## src/rtl/sigmoid_pkg.sv

```systemverilog
// ---------------------------------------------------------------------------
// sigmoid_pkg
// Shared constants and helpers for the PLAN logistic-function block.
//   - Fixed formats: Q4.4 signed input and Q1.14 signed output.
//   - Segment breakpoints, segment offsets and slope shift amounts.
//   - plan_seg(): classifies a magnitude into its PLAN segment.
//   - widen(): zero-extends a magnitude to the output width.
// ---------------------------------------------------------------------------
package sigmoid_pkg;

    // Number formats
    localparam int IN_W     = 32'd8;
    localparam int IN_FRAC  = 32'd4;
    localparam int OUT_W    = 32'd16;
    localparam int OUT_FRAC = 32'd14;

    // Segment lower breakpoints on |x| in Q4.4 units (1.0, 2.375, 5.0)
    localparam logic [IN_W-1:0] BP1 = 8'd16;
    localparam logic [IN_W-1:0] BP2 = 8'd38;
    localparam logic [IN_W-1:0] BP3 = 8'd80;

    // Segment offsets in Q1.14 (0.5, 0.625, 0.84375, 1.0)
    localparam logic [OUT_W-1:0] OFS0 = 16'd8192;
    localparam logic [OUT_W-1:0] OFS1 = 16'd10240;
    localparam logic [OUT_W-1:0] OFS2 = 16'd13824;
    localparam logic [OUT_W-1:0] ONE  = 16'd16384;

    // Slopes 1/4, 1/8, 1/32 expressed as left shifts of the Q4.4 magnitude
    // into Q1.14 (Q4.4 -> Q1.14 is a shift of 10; minus 2, 3 and 5).
    localparam int unsigned SH0 = 32'd8;
    localparam int unsigned SH1 = 32'd7;
    localparam int unsigned SH2 = 32'd5;

    // Which linear piece a magnitude falls on
    typedef enum logic [1:0] {
        SEG_STEEP   = 2'd0,
        SEG_MID     = 2'd1,
        SEG_SHALLOW = 2'd2,
        SEG_SAT     = 2'd3
    } plan_seg_e;

    // Each segment owns its lower breakpoint, so comparisons are strict '<'.
    function automatic plan_seg_e plan_seg(input logic [IN_W-1:0] a);
        plan_seg_e seg;
        if (a < BP1) begin
            seg = SEG_STEEP;
        end else if (a < BP2) begin
            seg = SEG_MID;
        end else if (a < BP3) begin
            seg = SEG_SHALLOW;
        end else begin
            seg = SEG_SAT;
        end
        return seg;
    endfunction

    // Zero-extend an input-width magnitude to the output width.
    function automatic logic [OUT_W-1:0] widen(input logic [IN_W-1:0] a);
        return {{(OUT_W-IN_W){1'b0}}, a};
    endfunction

endpackage

```

## src/rtl/sigmoid_plan_core.sv

```systemverilog
// ---------------------------------------------------------------------------
// sigmoid_plan_core
// Combinational positive-half PLAN sigmoid: p(a) for magnitude a = |x|.
// Ports:
//   a  in   8  unsigned Q4.4 magnitude, 0..128
//   p  out 16  unsigned Q1.14 value, 8192..16384
// All three ramps are computed in parallel and one is selected; each ramp
// only has to be exact inside its own segment, and every in-segment sum
// stays below 2^15, so no saturation is needed apart from the a >= 80 clamp.
// ---------------------------------------------------------------------------
module sigmoid_plan_core
    import sigmoid_pkg::*;
(
    input  logic [IN_W-1:0]  a,
    output logic [OUT_W-1:0] p
);

    logic [OUT_W-1:0] a_w_s;
    logic [OUT_W-1:0] ramp0_s;
    logic [OUT_W-1:0] ramp1_s;
    logic [OUT_W-1:0] ramp2_s;
    plan_seg_e        seg_s;

    // Build the three candidate ramps as offset + shifted magnitude.
    always_comb begin
        a_w_s   = widen(a);
        ramp0_s = OFS0 + (a_w_s << SH0);
        ramp1_s = OFS1 + (a_w_s << SH1);
        ramp2_s = OFS2 + (a_w_s << SH2);
    end

    // Pick the ramp belonging to the segment of a; saturate at 1.0.
    always_comb begin
        seg_s = plan_seg(a);
        case (seg_s)
            SEG_STEEP:   p = ramp0_s;
            SEG_MID:     p = ramp1_s;
            SEG_SHALLOW: p = ramp2_s;
            SEG_SAT:     p = ONE;
            default:     p = ONE;
        endcase
    end

endmodule

```

## src/rtl/sigmoid.sv

```systemverilog
// ---------------------------------------------------------------------------
// sigmoid
// Registered fixed-point logistic function y = 1/(1+e^-x) using the PLAN
// piecewise-linear approximation, mirrored for negative inputs.
// Ports:
//   clk  in   1  rising-edge clock
//   rst  in   1  synchronous active-high reset, clears out to 0
//   x    in   8  signed Q4.4 operand, -8.0 .. +7.9375
//   out  out 16  signed Q1.14 result, 0 .. 16384 (bit 15 is always 0)
// Build option:
//   SIGMOID_IN_REG_EN  when defined, x is registered (cleared by rst) before
//                      the datapath and latency grows from 1 to 2 cycles.
// ---------------------------------------------------------------------------
module sigmoid
    import sigmoid_pkg::*;
(
    input  logic             clk,
    input  logic             rst,
    input  logic [IN_W-1:0]  x,
    output logic [OUT_W-1:0] out
);

    logic [IN_W-1:0]  x_dp_s;   // operand seen by the datapath
    logic             neg_s;
    logic [IN_W-1:0]  a_s;
    logic [OUT_W-1:0] p_s;
    logic [OUT_W-1:0] out_d;
    logic [OUT_W-1:0] out_q;

`ifdef SIGMOID_IN_REG_EN
    logic [IN_W-1:0] x_d;
    logic [IN_W-1:0] x_q;

    // Next value of the input retiming register.
    always_comb begin
        x_d = x;
    end

    // Input retiming register, cleared by reset like the output.
    always_ff @(posedge clk) begin
        if (rst) begin
            x_q <= 8'd0;
        end else begin
            x_q <= x_d;
        end
    end

    assign x_dp_s = x_q;
`else
    assign x_dp_s = x;
`endif

    // Sign-magnitude split. For x = -128 the 8-bit negate wraps to 0x80,
    // which read as unsigned is exactly 128, so no extra bit is needed.
    always_comb begin
        neg_s = x_dp_s[IN_W-1];
        if (neg_s) begin
            a_s = 8'd0 - x_dp_s;
        end else begin
            a_s = x_dp_s;
        end
    end

    sigmoid_plan_core u_core (
        .a (a_s),
        .p (p_s)
    );

    // Mirror about 0.5 for negative inputs: sigma(-x) = 1 - sigma(x).
    // p never exceeds ONE, so the subtraction cannot go negative.
    always_comb begin
        if (neg_s) begin
            out_d = ONE - p_s;
        end else begin
            out_d = p_s;
        end
    end

    // Output register; reset takes priority over the computed value.
    always_ff @(posedge clk) begin
        if (rst) begin
            out_q <= 16'd0;
        end else begin
            out_q <= out_d;
        end
    end

    assign out = out_q;

endmodule

```

## config.mk

```make
export PLATFORM = sky130hd
export DESIGN_NAME = sigmoid
export DESIGN_NICKNAME = d
export VERILOG_FILES = /design/src/rtl/sigmoid_pkg.sv /design/src/rtl/sigmoid_plan_core.sv /design/src/rtl/sigmoid.sv
export SDC_FILE = /design/constraint.sdc
export NUM_CORES = 1
export LEC_CHECK = 0
export CORE_MARGIN = 1
export CORE_UTILIZATION = 49
export CTS_BUF_LIST = sky130_fd_sc_hd__clkbuf_8
export DETAILED_ROUTE_END_ITERATION = 8
export PLACE_DENSITY = 0.83
export SYNTH_ARGS = -nofsm -noshare
export SYNTH_HDL_FRONTEND = slang
export SYNTH_HIERARCHICAL = 1
export SYNTH_SLANG_ARGS = --single-unit
```

## constraint.sdc

```tcl
create_clock -name clk -period 3.8 [get_ports clk]
set_clock_uncertainty 0.1 [all_clocks]
set_input_delay 0.57 -clock clk [delete_from_list [all_inputs] [get_ports clk]]
set_output_delay 0.57 -clock clk [all_outputs]
set_load 0.01 [all_outputs]
```

==> flow_metrics.tcl <==
set metrics [dict create \
    status "complete, no violations" \
    start_util_pct 51.8 \
    final-setup-viol-count 0 \
    period_share_pct 97.3 \
    critPathSlowestCell "or4_4" \
    core_um2 2760 \
    max_freq_mhz 270 \
    first_global_vias 1646 \
    p_int_uw 505 \
    nNetsFinal 272 \
    multi_input_area_um2 1150 \
    cts_sinks 16 \
    io_buffers 25 \
    critPathKind "input pin to flip-flop" \
    worst_ir_drop_vdd_mv 0.379 \
    power_frac_clock_pct 19.3 \
    antennaDiodeCount 0 \
    max_cap_violations 0 \
    wl_mm 4.29 \
    grt_antenna_before_repair 0 \
    syn2layout_area_growth_pct 56.9 \
    grt.total_usage_pct 27.0 \
    async_reset_ff_share_pct 0 \
    critical-path-max-stage-delay_ps 590 \
    cts.clk_slew.worst_paths_ps 60 \
    ios 26 \
    cts.htree.levels 1 \
    hp-start "x[7]" \
    end_kind "flip-flop" \
    fin_crit_ps 3700 \
    required_ps 3820 \
    syn_inst 182 \
    cellPowerDensity_nw_per_um2 345 \
    synth.avg_cell_area_um2 7.85 \
    largest_reg_flops 16 \
    slew_headroom_pct 59.6 \
    fin_cells 283 \
    p_leak_nw 0.990 \
    hp-class "input pin to flip-flop" \
    most-common-layout-cells "45 x buf_4, 20 x nor2_1, 19 x clkdlybuf4s50_1" \
    slew_viol_final 0 \
    synth_edf_count 0 \
    grt_remaining_overflow 0 \
    gp_congestion 0.860 \
    worstPathArrival_ps 3720 \
    syn-cell-area_um2 1430 \
    place_inst 272 \
    holdPathStages 5 \
    p_sw_uw 269 \
    synth_seq_area_share_pct 22.4 \
    power.total_uw 774 \
    ys.flop_type "dfxtp_1" \
    whs_endpoint "out[13]" \
    p_comb_share_pct 55.4 \
    via_per_inst 5.86 \
    synth_seq_cells 16 \
    fillers 170 \
    finish.utilization_pct 81.3 \
    vias 1659 \
    postRouteAntennaNets 0 \
    drive_gt1_share_pct 33.7 \
    cts_tree "built" \
    dieHeight_um 56 \
    sw_frac_of_total_pct 34.7 \
    num_rows 19 \
    dp_hpwl_mm 3.19 \
    hold_viol_final 0 \
    tightest_slew_ps 604 \
    cts_buffers 3 \
    grt_max_degree 19 \
    cp_max_fo 3 \
    drt-wirelength-per-cell_um 15.1 \
    synth_cell_types 52 \
    pwr-share-seq_pct 25.3 \
    crit_path_start_kind "input pin" \
    clockBufferDepth 2 \
    yosysWarnings 6 \
    grt_pass1_wl_mm 6.71 \
    layout_commonest_cell "buf_4" \
    die-area_um2 3140 \
    die_x_um 56 \
    drt_iter0_markers 45 \
    drc 0 \
    dr.pass1.iters 4 \
    register_area_um2 320 \
    rsz0062_at_grt "false" \
    worstPathCellList "clkdlybuf4s50_1 > or4_4 > nor3_2 > buf_4 > buf_4 > nor4b_2 > a211oi_4 > buf_6 > o221ai_4 > or4_4 > buf_6 > o41ai_4 > xor2_1 > nor2_1" \
    cts-root-buf "clkbuf_8" \
]
-- power by group through the flow --
stage	registers [mW]	clock network, mW	logic, mW
floorplan	0.211	0	0.180
global placement	0.199	0	0.341
detailed placement	0.200	0	0.352
CTS	0.196	0.150	0.388
global route	0.197	0.155	0.460
finish	0.195	0.149	0.429
-- layer usage --
| layer | global-route usage, % | up-vias | part of all wire [%] |
|---|---|---|---|
| li1 | - | 782 | - |
| met1 | 23.9 | 778 | 36 |
| met2 | 53.7 | 71 | 54 |
| met3 | 3.26 | 28 | 3.7 |
| met4 | 20.6 | 0 | 5.9 |
| met5 | 0 | - | 0 |
-- final cells by class --
type / count / share of cell area, %
Multi-Input combinational cell: 144 / 51.3
Tap cell: 31 / 1.73
Timing Repair Buffer: 74 / 27.9
Clock buffer: 4 / 2.46
Inverter: 14 / 2.34
Sequential cell: 16 / 14.3
-- cells in the mapped netlist, drive strengths merged, types with 3 or more instances --
| cell type | instances | area share (%) |
|---|---|---|
| or3 | 4 | 1.8 |
| nor4 | 4 | 1.8 |
| nand2b | 3 | 1.3 |
| xnor2 | 11 | 6.7 |
| inv | 13 | 3.4 |
| nor4b | 3 | 2.3 |
| ha | 9 | 7.9 |
| nand2 | 14 | 3.7 |
| o41ai | 5 | 4.1 |
| a211oi | 3 | 2.3 |
| dfxtp | 16 | 22 |
| o21ai | 10 | 3.5 |
| buf | 8 | 4.5 |
| o211ai | 3 | 1.6 |
| clkbuf | 4 | 1.1 |
| or4 | 3 | 1.8 |
| a21oi | 5 | 1.8 |
| nor3 | 4 | 1.4 |
| nor2 | 20 | 5.3 |
| xor2 | 5 | 3.1 |
| o31ai | 3 | 1.6 |
-- worst max path at each step --
| stage | startpoint | endpoint | slack [ps] | cells after the start |
|---|---|---|---|---|
| 3_3_place_gp | x[0] | out[15] | -440 | 13 |
| 6_report | x[5] | out[13] | 100 | 14 |
| 4_1_cts | x[1] | out[11] | 1 | 12 |
| 3_5_place_dp | x[0] | out[15] | -640 | 13 |
| 2_1_floorplan | x[7] | out[15] | 7 | 12 |
| 5_1_grt | x[5] | out[13] | 9 | 14 |
-- worst max-delay path, delay by kind of cell --
family	cells	cell delay, ps
and+or+nand+nor	5	1350
buffers and inverters	5	1020
AOI/OAI and AO/OA	3	580
xor gates and xnor gates	1	190
-- timing repair --
action / in CTS / in global routing
resized for setup: 20 / 25
hold buffers: 0 / 0
pin swaps: 8 / 8
endpoints found under the setup margin: 9 / 6
buffers inserted: 4 / 3
-- stage by stage --
stage	setup TNS [ps]	instance area, µm²	hold WS [ps]	setup slack (ps)
finish	0	2240	838	103
global route	0	2240	862	8.91
CTS	0	2150	1090	1.47
detailed placement	-4660	1970	1210	-640
global placement	-2430	1970	1210	-437
floorplan	0	1440	687	6.67
-- cells by family after synthesis --
group,after synthesis,synth area share [%]
compound gates,43,22.8
simple gates,69,26.2
xor+xnor,16,9.81
flops,16,22.4
mux,2,1.49
buf+inv,26,9.19
other cells,1,0.262
fa+ha+maj,9,7.88
Note: power is estimated with default switching activity, not from simulation.
